## config.mk

```make
export PLATFORM = sky130hd
export DESIGN_NAME = uart_tx_scheduler_flat
export DESIGN_NICKNAME = d
export VERILOG_FILES = /design/src/rtl/uart_tx_scheduler_if.sv /design/src/rtl/uart_tx_scheduler.sv /design/src/flat_wrapper.sv
export SDC_FILE = /design/constraint.sdc
export NUM_CORES = 1
export LEC_CHECK = 0
export ABC_AREA = 1
export CAP_MARGIN = 15
export CORE_UTILIZATION = 60
export DETAILED_ROUTE_END_ITERATION = 7
export PLACE_DENSITY = 0.88
export RECOVER_POWER = 25
export SKIP_LAST_GASP = 1
export SYNTH_ARGS = -nofsm -noshare
export SYNTH_HDL_FRONTEND = slang
export SYNTH_SLANG_ARGS = --single-unit
export TNS_END_PERCENT = 30
```

## constraint.sdc

```tcl
create_clock -name clk -period 3.3 [get_ports clk]
set_input_delay 0.66 -clock clk [delete_from_list [all_inputs] [get_ports clk]]
set_output_delay 0.66 -clock clk [all_outputs]
set_load 0.05 [all_outputs]
```

## src/rtl/uart_tx_scheduler_if.sv

```systemverilog
// Store-side and uart-side signals of the UART transmit scheduler.
// The master drives stores (the pipeline); the slave is the scheduler.
interface uart_tx_scheduler_if #(
  parameter int DEPTH = 16
);
  logic                   st_valid;
  logic [7:0]             st_data;
  logic                   st_stall;
  logic                   uart_wr;
  logic [7:0]             uart_dat;
  logic [$clog2(DEPTH):0] fifo_count;
  logic                   tx_idle;

  modport master (
    output st_valid, st_data,
    input  st_stall, uart_wr, uart_dat, fifo_count, tx_idle
  );

  modport slave (
    input  st_valid, st_data,
    output st_stall, uart_wr, uart_dat, fifo_count, tx_idle
  );
endinterface

```

## src/rtl/uart_tx_scheduler.sv

```systemverilog
// UART transmit scheduler: buffers stored bytes in a FIFO and hands them to
// the uart one frame at a time. The uart has no busy flag, so each frame is
// timed here with a down-counter loaded on every write pulse.
module uart_tx_scheduler #(
  parameter int DEPTH           = 16,
  parameter int CYCLES_PER_BYTE = 10850
) (
  input  logic               clk,
  input  logic               reset,
  uart_tx_scheduler_if.slave bus
);
  localparam int AW = $clog2(DEPTH);
  localparam int CW = $clog2(CYCLES_PER_BYTE);
  localparam logic [AW:0]   FULL_CNT = DEPTH[AW:0];
  localparam logic [CW-1:0] WAIT_LD  = CW'(CYCLES_PER_BYTE - 2);

  typedef enum logic [1:0] {IDLE, SEND, WAIT} state_t;

  state_t        state, next_state;
  logic [7:0]    mem [DEPTH];
  logic [AW-1:0] wptr, rptr;
  logic [AW:0]   count;
  logic [CW-1:0] cnt;
  logic          uart_wr_q;
  logic [7:0]    uart_dat_q;
  logic          full, push, pop;

  // Full is judged on the pre-pop count, so a full FIFO stalls even while
  // the same cycle pops.
  assign full = (count == FULL_CNT);
  assign push = bus.st_valid && !full;

  assign bus.st_stall   = bus.st_valid && full;
  assign bus.uart_wr    = uart_wr_q;
  assign bus.uart_dat   = uart_dat_q;
  assign bus.fifo_count = count;
  assign bus.tx_idle    = (state == IDLE) && (count == '0);

  // Next-state logic; SEND lasts exactly one cycle and pops the head.
  always_comb begin
    next_state = state;
    pop        = 1'b0;
    case (state)
      IDLE: if (count != '0) next_state = SEND;
      SEND: begin
        pop        = 1'b1;
        next_state = WAIT;
      end
      WAIT: if (cnt == '0) next_state = (count != '0) ? SEND : IDLE;
      default: next_state = IDLE;
    endcase
  end

  // State register.
  always_ff @(posedge clk) begin
    if (reset) state <= IDLE;
    else       state <= next_state;
  end

  // FIFO storage; contents need no reset since the pointers are cleared.
  always_ff @(posedge clk) begin
    if (push && !reset) mem[wptr] <= bus.st_data;
  end

  // Pointers, occupancy, frame timer and the registered uart drive.
  always_ff @(posedge clk) begin
    if (reset) begin
      wptr       <= '0;
      rptr       <= '0;
      count      <= '0;
      cnt        <= '0;
      uart_wr_q  <= 1'b0;
      uart_dat_q <= 8'h00;
    end else begin
      if (push) wptr <= wptr + 1'b1;
      if (pop)  rptr <= rptr + 1'b1;
      case ({push, pop})
        2'b10:   count <= count + 1'b1;
        2'b01:   count <= count - 1'b1;
        default: count <= count;
      endcase
      // Loaded with CYCLES_PER_BYTE-2: one cycle is spent in SEND and one
      // more on the WAIT->SEND edge, giving exact frame spacing.
      if (state == SEND)                  cnt <= WAIT_LD;
      else if (state == WAIT && cnt != '0) cnt <= cnt - 1'b1;
      // Pulse is high exactly while the FSM sits in SEND.
      uart_wr_q <= (next_state == SEND);
      if (next_state == SEND) uart_dat_q <= mem[rptr];
    end
  end
endmodule

```

## src/flat_wrapper.sv

```systemverilog
// flat-port wrapper written by rule: the top's interface ports become plain ports
module uart_tx_scheduler_flat 
#(
  parameter int DEPTH           = 16,
  parameter int CYCLES_PER_BYTE = 10850
)
  (clk, reset, bus_st_valid, bus_st_data, bus_st_stall, bus_uart_wr, bus_uart_dat, bus_fifo_count, bus_tx_idle);
  uart_tx_scheduler_if #(.DEPTH(DEPTH)) bus_i ();
  input  logic clk;
  input  logic reset;
  input wire logic [$bits(bus_i.st_valid)-1:0] bus_st_valid;
  input wire logic [$bits(bus_i.st_data)-1:0] bus_st_data;
  output wire logic [$bits(bus_i.st_stall)-1:0] bus_st_stall;
  output wire logic [$bits(bus_i.uart_wr)-1:0] bus_uart_wr;
  output wire logic [$bits(bus_i.uart_dat)-1:0] bus_uart_dat;
  output wire logic [$bits(bus_i.fifo_count)-1:0] bus_fifo_count;
  output wire logic [$bits(bus_i.tx_idle)-1:0] bus_tx_idle;
  assign bus_i.st_valid = bus_st_valid;
  assign bus_i.st_data = bus_st_data;
  assign bus_st_stall = bus_i.st_stall;
  assign bus_uart_wr = bus_i.uart_wr;
  assign bus_uart_dat = bus_i.uart_dat;
  assign bus_fifo_count = bus_i.fifo_count;
  assign bus_tx_idle = bus_i.tx_idle;
  uart_tx_scheduler #(.DEPTH(DEPTH), .CYCLES_PER_BYTE(CYCLES_PER_BYTE)) u_core (.clk(clk), .reset(reset), .bus(bus_i));
endmodule
```

### Word level (Yosys, flattened, before mapping)

Memory sizes are Yosys's and may differ from the RTL's. A register that Yosys moved wholly into a read port is not among the register bits.
Index checks and enable logic that the tools add are counted.

| operators by class | value |
|---|---|
| shifts and indexed selects | 0 |
| bitwise gates (word level) | 0 |
| muxes and demuxes | 10 |
| div/mod/pow operators | 0 |
| $lt $le $gt $ge | 0 |
| add/subtract/negate cells | 5 |
| $mul | 0 |
| reductions and logical operators | 15 |
| equality and inequality tests | 6 |

Operators with widths:

| kind | count |
|---|---|
| $mux 14 | 2 |
| $logic_not 14->1 | 1 |
| $reduce_bool 14->1 | 1 |
| $sub 14x1->14 const B | 1 |
| $pmux 5 s2 | 1 |
| $add 4x1->4 const B | 2 |
| $eq 2x1->1 const B | 3 |
| $pmux 2 s3 | 1 |
| $add 5x1->5 const B | 1 |
| $eq 5x5->1 const B | 1 |
| $logic_and 1x1->1 | 5 |
| $logic_not 5->1 | 1 |
| $reduce_bool 5->1 | 1 |
| $sub 5x1->5 const B | 1 |
| $eq 2x2->1 const B | 2 |
| $mux 1 | 4 |
| $mux 2 | 2 |
| $reduce_bool 2->1 | 2 |
| $logic_not 1->1 | 2 |
| $logic_not 2->1 | 1 |
| $reduce_or 2->1 | 1 |

| storage, ports and cells | value |
|---|---|
| bits in writable memories | 128 |
| bits in read-only memories | 0 |
| word-level logic and storage cells | 44 |
| latch bits | 0 |
| memories kept | 1 |
| bits of input ports | 11 |
| bits in registers | 30 |

Memories:

| memory | words | bits a word | read ports | clocked after memory_dff | write ports | RTL line | text |
|---|---|---|---|---|---|---|---|
| u_core.mem | 16 | 8 | 1 | 1 | 1 | uart_tx_scheduler.sv:20 | `logic [7:0] mem [DEPTH];` |

### Depth between registers and ports, before layout

| logic depth | value |
|---|---|
| depth after elaboration | 6 |
| depth in mapped cells | 14 |

### Least setup slack after synthesis

No wires, ideal clock.

| timing path | value |
|---|---|
| kind | reg2out |
| start | register u_core.count[0], in the netlist u_core.bus.fifo_count[0] |
| end | output port bus_tx_idle |
| arrival | 1.938 ns |
| buffers on the path | 0 |
| stages on the path, launching flop included | 4 |
| setup slack | 0.702 ns |
| data required time | 2.640 ns |
| cells stage by stage | dfxtp_1 > nor2_1 > nand4_1 > nor3_1 |

| between the ends | value |
|---|---|
| cells in the longest elaborated chain, start to end | 2 |

RTL lines:

| what | RTL line | text |
|---|---|---|
| start: declaration | uart_tx_scheduler.sv:22 | `logic [AW:0] count;` |
| start signal: assignment | uart_tx_scheduler.sv:78 | `2'b10: count <= count + 1'b1;` |
| start signal: assignment | uart_tx_scheduler.sv:79 | `2'b01: count <= count - 1'b1;` |
| start signal: assignment | uart_tx_scheduler.sv:80 | `default: count <= count;` |
| $logic_not 5->1 | uart_tx_scheduler.sv:37 | `assign bus.tx_idle = (state == IDLE) && (count == '0);` |
| $logic_and 1x1->1 | uart_tx_scheduler.sv:37 |  |
| end: declaration | flat_wrapper.sv:17 | `output wire logic [$bits(bus_i.tx_idle)-1:0] bus_tx_idle;` |

No other way between the ends.

### Worst setup path in the final report

Ends and elaborated chain as after synthesis.

==> run summary <==
outcome -> completed
synthesized net count -> 784
vias post-DR -> 5,662
final setup fails -> 0
Chip Height -> 113 um
final worst-path cycle share -> 85.2%
Boundary Pins -> 27
GR Overflow Total -> 0
Fill cells -> 811
Vias/cell -> 6.00
min cycle time layout -> 2.81 ns
CTS clk-pin slew, worst paths -> 0.06 ns
Psw -> 2840 uW
clock network fraction of total power -> 28.4%
post-synth design cell area -> 7330 um^2
Antenna Nets Post-Route -> 0
Avg Cell Area, Syn -> 9.62 um^2
crit path capture type -> output port
H-tree levels -> 4
Clk Tree Root Cell -> clkbuf_16
Sink Count -> 166
Pint -> 4470 uW
Final nets -> 805
Num CTS Buffers -> 17
Routed WL -> 17,900 um
site row count -> 40
Final GP Congestion -> 0.847
antenna violations before repair -> 0
hpwl dp -> 11,000 um
actual slew at the worst max-slew pin -> 1.03 ns
Synth Instances -> 762
Combinational Power Share -> 36.6%
die area -> 12,700 um^2
Sequential cell area -> 4610 um^2
largest net degree at the start of global routing -> 67
worst vdd ir -> 501 uV
First-pass DRT Iterations -> 5
Post-synth EDFFs -> 128
Rel. slew slack -> 31.0%
RSZ-0062 raised after global routing -> no
top cells by area, synth -> edfxtp_1 (52%), nand2_1 (11%), dfxtp_1 (10%)
Critical Path Start Type -> flip-flop
Post-CTS Resized -> 0
CORE AREA -> 12,000 um^2
layout cells sized above 1 -> 6.78%
CP arrival -> 2.15 ns
CTS tree -> built
Yosys cell types -> 32
Hold Vio Cnt, Final -> 0
leakage power -> 0.00328 uW
Max FO, Critical Path -> 5
# diodes -> 0
area grow syn2layout -> 12.8%
# hold bufs at CTS -> 0
post-synth top area share -> 52.4%
Starting Density -> 61.3%
vias in the first global route -> 5,590
sequential area share after synthesis -> 62.8%
Primary FF master, synth -> edfxtp_1
I/O Buffers -> 26
final setup TNS -> 0 ns
multi-input gate area in the final layout -> 2350 um^2
Post-CTS Setup Bufs -> 0
die span in x -> 113 um
final clock skew -> 0.0160 ns
Max-cap violations -> 0
Fmax -> 356 MHz
Pwr Density -> 885 nW/um^2
Bufs on Longest Clock Path -> 2
Critical Path RT -> 2.64 ns
first-pass GRT wire length -> 28,100 um
Ys Warns -> 0
clk_lat worst skew -> 0.44 ns
Seq cells post-synth -> 166
DR WL/cell -> 18.9 um
Final Cell Area -> 8270 um^2
Hold WC Path Type -> flip-flop to flip-flop
DR iter-0 viols -> 647
# DRC -> 0
Placed Instance Area -> 7650 um^2
Async SR Flop Fraction -> 0%
Tot GR Track Use -> 30.0%
CP Class -> flip-flop to output port
Reg power frac -> 35.1%
post-synth top area cell -> edfxtp_1
Slew Limit Fails -> 0
Net Sw Frac -> 38.9%
==> power groups by stage <==
stage / Combinational [uW] / Clock (uW) / Sequential (uW)
floorplan: 1830 / 0 / 2790
global placement: 2440 / 0 / 2590
detailed placement: 2590 / 0 / 2610
CTS: 2640 / 2080 / 2560
global route: 2950 / 2140 / 2590
finish: 2670 / 2070 / 2570
==> cells by family after synthesis <==
group	synth area share (%)
buffers and inverters	5.09
AOI/OAI and AO/OA	4.63
adders and majority gates	1.88
DFF	62.8
xor gates and xnor gates	0.956
and+or+nand+nor	24.6
==> cells in the final DEF, fill, tap and decap left out <==
master | Yosys | routed
a21boi_0 | 1 | 1
a21oi_1 | 19 | 19
a21oi_2 | 1 | 1
buf_4 | 6 | 6
bufinv_16 | 0 | 3
clkbuf_16 | 0 | 17
clkbuf_8 | 0 | 2
clkdlybuf4s50_1 | 0 | 21
clkinv_1 | 2 | 2
clkinv_2 | 0 | 3
clkinv_4 | 0 | 3
dfxtp_1 | 38 | 37
dfxtp_2 | 0 | 1
dlygate4sd3_1 | 0 | 5
edfxtp_1 | 128 | 128
ha_1 | 11 | 11
inv_1 | 50 | 50
inv_2 | 2 | 2
inv_6 | 0 | 4
nand2_1 | 206 | 207
nand2_2 | 3 | 2
nand2_4 | 3 | 3
nand3_1 | 75 | 75
nand3_4 | 1 | 1
nand3b_1 | 1 | 1
nand4_1 | 4 | 4
nor2_1 | 122 | 122
nor2_2 | 1 | 1
nor2_4 | 4 | 4
nor3_1 | 4 | 4
nor3b_2 | 1 | 1
nor4_1 | 2 | 2
o21ai_0 | 28 | 28
o21ai_1 | 16 | 16
o21bai_1 | 1 | 1
xor2_1 | 8 | 8
==> final timing paths <==
path                            startpoint                  endpoint  slack, ns  cells after the start
setup / recovery  u_core.bus.fifo_count[0]               bus_tx_idle       0.49                      4
hold / removal               u_core.cnt[0]             u_core.cnt[0]       0.47                      2
setup reg to reg  u_core.bus.fifo_count[0]  u_core.bus.fifo_count[4]       0.91                     14
hold reg to reg              u_core.cnt[0]             u_core.cnt[0]       0.47                      2
==> per-stage QoR <==
stage / hold slack (ns) / power, uW / util [%] / setup WS [ns] / cells
3_5_place_dp: 0.463 / 5200 / 64.0 / 0.546 / 911
6_report: 0.474 / 7310 / 69.1 / 0.488 / 943
2_1_floorplan: 0.443 / 4620 / - / 0.702 / 762
4_1_cts: 0.473 / 7290 / 69.1 / 0.474 / 943
3_3_place_gp: 0.453 / 5030 / 64.0 / 0.529 / 911
5_1_grt: 0.496 / 7680 / 69.1 / 0.386 / 943
==> synth_stat cells, drive strengths merged (2+ instances only) <==
cell and n:
a21oi 20, nor2 127, buf 26, ha 11
nor4 2, dfxtp 38, clkinv 2, clkbuf 4
inv 52, nand2 212, xor2 8, o21ai 44
nand3 76, edfxtp 128, nor3 4, nand4 4
==> layout make-up <==
cell class	count	share of cell area, %
clock buffers	19	5.48
multi-input cells	512	28.4
flip-flops and latches	166	55.7
repair buffers	32	3.69
well taps	147	2.22
inverters	54	2.45
clock inverters	13	2.01
==> sequential cells by signal (all words and copies together) (netlist names) <==
| register | flops |
|---|---|
| u_core.bus.uart_wr | 1 |
| u_core.bus.fifo_count | 5 |
| u_core.cnt | 14 |
| u_core.state | 2 |
| u_core.mem | 128 |
| u_core.bus.uart_dat | 8 |
| u_core.rptr | 4 |
| u_core.wptr | 4 |
==> metal layers <==
metal,GRT usage (%),wire [um]
met1,35.8,6640
met4,16.4,545
met2,50.6,8970
met3,7.18,1710
met5,0,0
==> critical path: stages, from the launching register on <==
cell,delay (ns)
dfxtp_1,0.36
nor2_1,0.17
nand4_1,0.19
nor3_1,0.18
clkdlybuf4s50_1,0.83
Power figures use the tool's default switching activity.
==> RTL change 1, RTL diff (same settings) <==
`CYCLES_PER_BYTE` is set to 10850 in 2 places; all go to 43400.
--- a/src/rtl/uart_tx_scheduler.sv
+++ b/src/rtl/uart_tx_scheduler.sv
@@ -5,3 +5,3 @@
   parameter int DEPTH           = 16,
-  parameter int CYCLES_PER_BYTE = 10850
+  parameter int CYCLES_PER_BYTE = 43400
 ) (
--- a/src/flat_wrapper.sv
+++ b/src/flat_wrapper.sv
@@ -4,3 +4,3 @@
   parameter int DEPTH           = 16,
-  parameter int CYCLES_PER_BYTE = 10850
+  parameter int CYCLES_PER_BYTE = 43400
 )
Formal check against the unedited RTL: same outputs for any inputs over 10 cycles, from zero or initial values and one cycle with reset high; that may be too few to reach the edited logic, so the function may still have changed.
==> RTL change 1 against the unedited design <==
Synthesized area up 1.1%; sequential cell count up 2; global-route usage down 2.9 points; design area up 1.1%; hold slack better by 0.039 ns; power down 1.6%; clock skew down 0.0018 ns; routed wire length down 8.1%; critical path depth unchanged; combinational power down 3%; sequential share of layout area down 0.15 points; setup slack worse by 0.079 ns; largest cell class unchanged.
==> RTL change 1: results (changes against the unedited design) <==
| Metric | Value |
|---|---|
| VDD IR max | `0.444 mV (was 0.501 mV)` |
| Largest cells by area after synthesis | `edfxtp_1 52%, dfxtp_1 11%, nor2_1 8.4%, nand2_1 7.9%, nand3_1 5.0% (was edfxtp_1 52%, nand2_1 11%, dfxtp_1 10%, nor2_1 6.2%, nand3_1 5.1%)` |
| First-pass DRT Iterations | `6 (was 5)` |
| Via count | `5438 (was 5662)` |
| DP Wirelength | `9840 um (was 11000 um)` |
| Post-synth EDFFs | `128 (unchanged)` |
| PostCTS Resize Cnt | `0 (unchanged)` |
| Hold Crit Class | `register to register (unchanged)` |
| Vias in the first global route | `5258 (was 5590)` |
| Most flops, register | `u_core.mem (unchanged)` |
| Leak | `0.00323 uW (was 0.00328 uW)` |
| Gpl congestion | `0.871 (was 0.847)` |
| Critical path peak fanout | `5 (unchanged)` |
| Mapped Nets | `799 (was 784)` |
| Relative slew slack | `33.1% (was 31.0%)` |
| Async SR Flop Fraction | `0% (unchanged)` |
| Htree depth | `4 (unchanged)` |
| Final nets | `823 (was 805)` |
| Initial DRC Count | `651 (was 647)` |
| Most frequent cells after synthesis | `165 x nor2_1, 156 x nand2_1, 128 x edfxtp_1, 74 x nand3_1, 50 x inv_1 (was 206 x nand2_1, 128 x edfxtp_1, 122 x nor2_1, 75 x nand3_1, 50 x inv_1)` |
| Status | `finished clean (unchanged)` |
| Synth unique cells | `30 (was 32)` |
| Initial antenna violation count | `0 (unchanged)` |
| First-pass GRT wire length | `25600 um (was 28100 um)` |
| N_diodes | `0 (unchanged)` |
| Main synth FF type | `edfxtp_1 (unchanged)` |
| Dpl ws | `0.559 ns (was 0.546 ns)` |
| Post-CTS setup buffers | `0 (unchanged)` |
| CTS buffer count | `17 (unchanged)` |
| Clk_lat worst skew | `about 0.43 ns` |
| Max Buffers Root-to-Sink | `2 (unchanged)` |
| Worst path top cell family by delay | `buffers and inverters (unchanged)` |
| Drt total wl | `16400 um (was 17900 um)` |
| DP Cell Count | `929 (was 911)` |
| IO Port Bufs | `26 (unchanged)` |
| Post-Route Skew | `0.0142 ns (was 0.0160 ns)` |
| CTS Root Cell | `clkbuf_16 (unchanged)` |
| Warnings from Yosys | `0 (unchanged)` |
| Clk slew on worst S/H paths | `0.06 ns (about the same)` |
| GRT Total Usage | `27.1% (was 30.0%)` |
| Pin count of the biggest net entering global routing | `67 (unchanged)` |
| Via-per-instance ratio | `5.66 (was 6.00)` |
| Part of the Yosys area used for sequential elements | `62.6% (was 62.8%)` |
| Largest register FFs | `128 (unchanged)` |
| Mean post-synth cell area | `9.54 sq um (was 9.62 sq um)` |
| Max stage delay on crit path | `0.84 ns` |
| Dpl cell area | `7760 sq um (was 7650 sq um)` |
| Share of cells above drive strength 1 | `6.64% (was 6.78%)` |
| Slowest-stage cell, CP | `clkdlybuf4s50_1 (unchanged)` |
RTL change 1: cell count changes after synthesis, moves of 3 or more:
| cell | change |
|---|---|
| nand2_1 | -50 |
| nor2_1 | +43 |
| o21ai_0 | +16 |
| nor2_2 | +3 |
RTL change 1: cells by family after synthesis:
family,synth area share (%)
AO/OA/AOI/OAI,5.67
XOR/XNOR,1.06
buffers and inverters,5.15
AND/OR/NAND/NOR,23.6
flip-flops,62.6
adder cells (fa/ha/maj),1.86
RTL change 1: worst paths after layout:
path / start / endpoint / slack [ns] / cells past startpoint
setup reg to reg: u_core.bus.fifo_count[2] / u_core.bus.fifo_count[4] / 1.02 / 14
setup / recovery: u_core.bus.fifo_count[2] / bus_tx_idle / 0.41 / 4
hold reg to reg: u_core.cnt[0] / u_core.cnt[0] / 0.51 / 2
hold / removal: u_core.cnt[0] / u_core.cnt[0] / 0.51 / 2
RTL change 1: power breakdown:
group          total, uW  switching (uW)  internal, uW
clock network       2020             819          1200
registers           2600             150          2450
logic               2580            1780           804
RTL change 1: area by class of cell:
class	instances	area (sq um)
Fill cell	829	3650
Tap cell	147	184
Clock inverter	13	169
Timing Repair Buffer	36	335
Clock buffer	18	429
Multi-Input combinational cell	522	2390
Inverter	56	210
Sequential cell	168	4650
RTL change 1: tightest hold or removal path, delay by kind of cell (launching register included):
| family | cells | cell delay (ns) |
|---|---|---|
| AOI/OAI and AO/OA | 1 | 0.07 |
| DFF | 1 | 0.32 |
| and+or+nand+nor | 1 | 0.06 |
RTL change 1: metal layers:
| layer | vias up | global-route usage (%) | part of all wire [%] |
|---|---|---|---|
| met4 | 0 | 14.8 | 3.2 |
| met3 | 47 | 7.61 | 8.8 |
| li1 | 2625 | - | - |
| met5 | - | 0 | 0 |
| met2 | 279 | 44.7 | 50 |
| met1 | 2487 | 32.4 | 38 |
==> RTL change 2, RTL diff (same settings) <==
Made on the original files. Encoding of `state_t`: now one-hot (3 bits for 3 states).
--- a/src/rtl/uart_tx_scheduler.sv
+++ b/src/rtl/uart_tx_scheduler.sv
@@ -16,3 +16,3 @@
 
-  typedef enum logic [1:0] {IDLE, SEND, WAIT} state_t;
+  typedef enum logic [2:0] {IDLE = 3'b001, SEND = 3'b010, WAIT = 3'b100} state_t;
 
Formal check against the unedited RTL: same outputs for any inputs over 10 cycles, from zero or initial values and one cycle with reset high; not proved beyond that.
==> RTL change 2 against the unedited design <==
Routed wire length shrank 13%; clock skew down 0.0092 ns; register-to-register slack better by 0.21 ns; via count shrank 4.9%; setup slack better by 0.022 ns; hold slack worse by 0.0033 ns; synthesized area rose by 2.0%; design area grew 2.4%; combinational power down 48%; critical path depth did not move; sequential cell count rose by 1; utilization grew 1.1 points; power shrank 20%.
==> RTL change 2: results (changes against the unedited design) <==
| Metric | Value |
|---|---|
| Status | `finished clean (unchanged)` |
| DP Wirelength | `9710 um (was 11000 um)` |
| Max Buffers Root-to-Sink | `2 (unchanged)` |
| Worst-Margin Slew | `1.04 ns (was 1.03 ns)` |
| Share of cells above drive strength 1 | `7.64% (was 6.78%)` |
| Drt total wl | `15500 um (was 17900 um)` |
| Most flops, register | `u_core.mem (unchanged)` |
| Leak | `0.00349 uW (was 0.00328 uW)` |
| Vias in the first global route | `5060 (was 5590)` |
| Fill cells | `836 (was 811)` |
| Mapped Nets | `822 (was 784)` |
| Most frequent cells after synthesis | `260 x nand2_1, 128 x edfxtp_1, 86 x nand3_1, 79 x nor2_1, 72 x inv_1 (was 206 x nand2_1, 128 x edfxtp_1, 122 x nor2_1, 75 x nand3_1, 50 x inv_1)` |
| Part of the Yosys area used for sequential elements | `61.8% (was 62.8%)` |
| Post-CTS setup buffers | `0 (unchanged)` |
| CTS buffer count | `17 (unchanged)` |
| PostCTS Resize Cnt | `0 (unchanged)` |
| Worst path top cell family by delay | `buffers and inverters (unchanged)` |
| GRT Total Usage | `26.7% (was 30.0%)` |
| Async SR Flop Fraction | `0% (unchanged)` |
| VDD IR max | `0.421 mV (was 0.501 mV)` |
| First-pass DRT Iterations | `8 (was 5)` |
| First-pass GRT wire length | `25400 um (was 28100 um)` |
| Dpl ws | `0.534 ns (was 0.546 ns)` |
| Largest cells by area after synthesis | `edfxtp_1 51%, nand2_1 13%, dfxtp_1 10%, nand3_1 5.8%, nor2_1 4.0% (was edfxtp_1 52%, nand2_1 11%, dfxtp_1 10%, nor2_1 6.2%, nand3_1 5.1%)` |
| Initial DRC Count | `601 (was 647)` |
| Post-Route Skew | `0.00680 ns (was 0.0160 ns)` |
| Final nets | `846 (was 805)` |
| Synth unique cells | `28 (was 32)` |
| Gpl congestion | `0.853 (was 0.847)` |
| Via count | `5382 (was 5662)` |
| Pin count of the biggest net entering global routing | `72 (was 67)` |
| CP Data Arrival Time | `2.13 ns (was 2.15 ns)` |
| Hold Crit Class | `register to register (unchanged)` |
## RTL change 2: final cells by class
type,count,area share (%)
clock inverter,15,2.10
inverter,76,3.37
sequential,167,54.6
clock buffer,17,5.02
timing repair buffer,36,3.96
tap,168,2.48
multi-input combinational,527,28.4
## RTL change 2: cells by family after synthesis
logic type | after synthesis | share of synthesized area (%)
buffers and inverters | 107 | 5.96
and+or+nand+nor | 454 | 25.6
adders and majority gates | 10 | 1.67
AOI/OAI and AO/OA | 55 | 3.98
DFF | 167 | 61.8
xor gates and xnor gates | 8 | 0.937
## RTL change 2: per-stage QoR
step	instance area, sq um	hold slack [ns]	instances	utilization, %
3_5_place_dp	7870	0.461	974	65.2
6_report	8470	0.470	1006	70.2
5_1_grt	8470	0.497	1006	70.2
3_3_place_gp	7870	0.455	974	65.2
2_1_floorplan	7480	0.443	801	-
4_1_cts	8470	0.470	1006	70.2
## RTL change 2: power breakdown
group	internal [uW]	switching, uW
logic	434	957
registers	2370	67.6
clock network	1190	820
## RTL change 2: worst min-delay path: stages (launching register included)
cell	delay, ns
dfxtp_1	0.31
nand2_1	0.06
a21oi_1	0.06
## RTL change 2: layer usage
layer	up-vias	global-route usage, %	routed length, um
li1	2670	-	-
met1	2427	34.3	6270
met2	249	42.8	7550
met3	36	6.96	1330
met4	0	12.2	386
met5	-	0	0
## RTL change 2: path summary, 6_finish.rpt
kind | from | to | slack (ns) | depth (start not counted)
max | u_core.bus.fifo_count[1] | bus_tx_idle | 0.51 | 4
min | u_core.cnt[0] | u_core.cnt[0] | 0.47 | 2
max reg2reg | u_core.bus.fifo_count[2] | u_core.mem[15][7] | 1.12 | 6
min reg2reg | u_core.cnt[0] | u_core.cnt[0] | 0.47 | 2
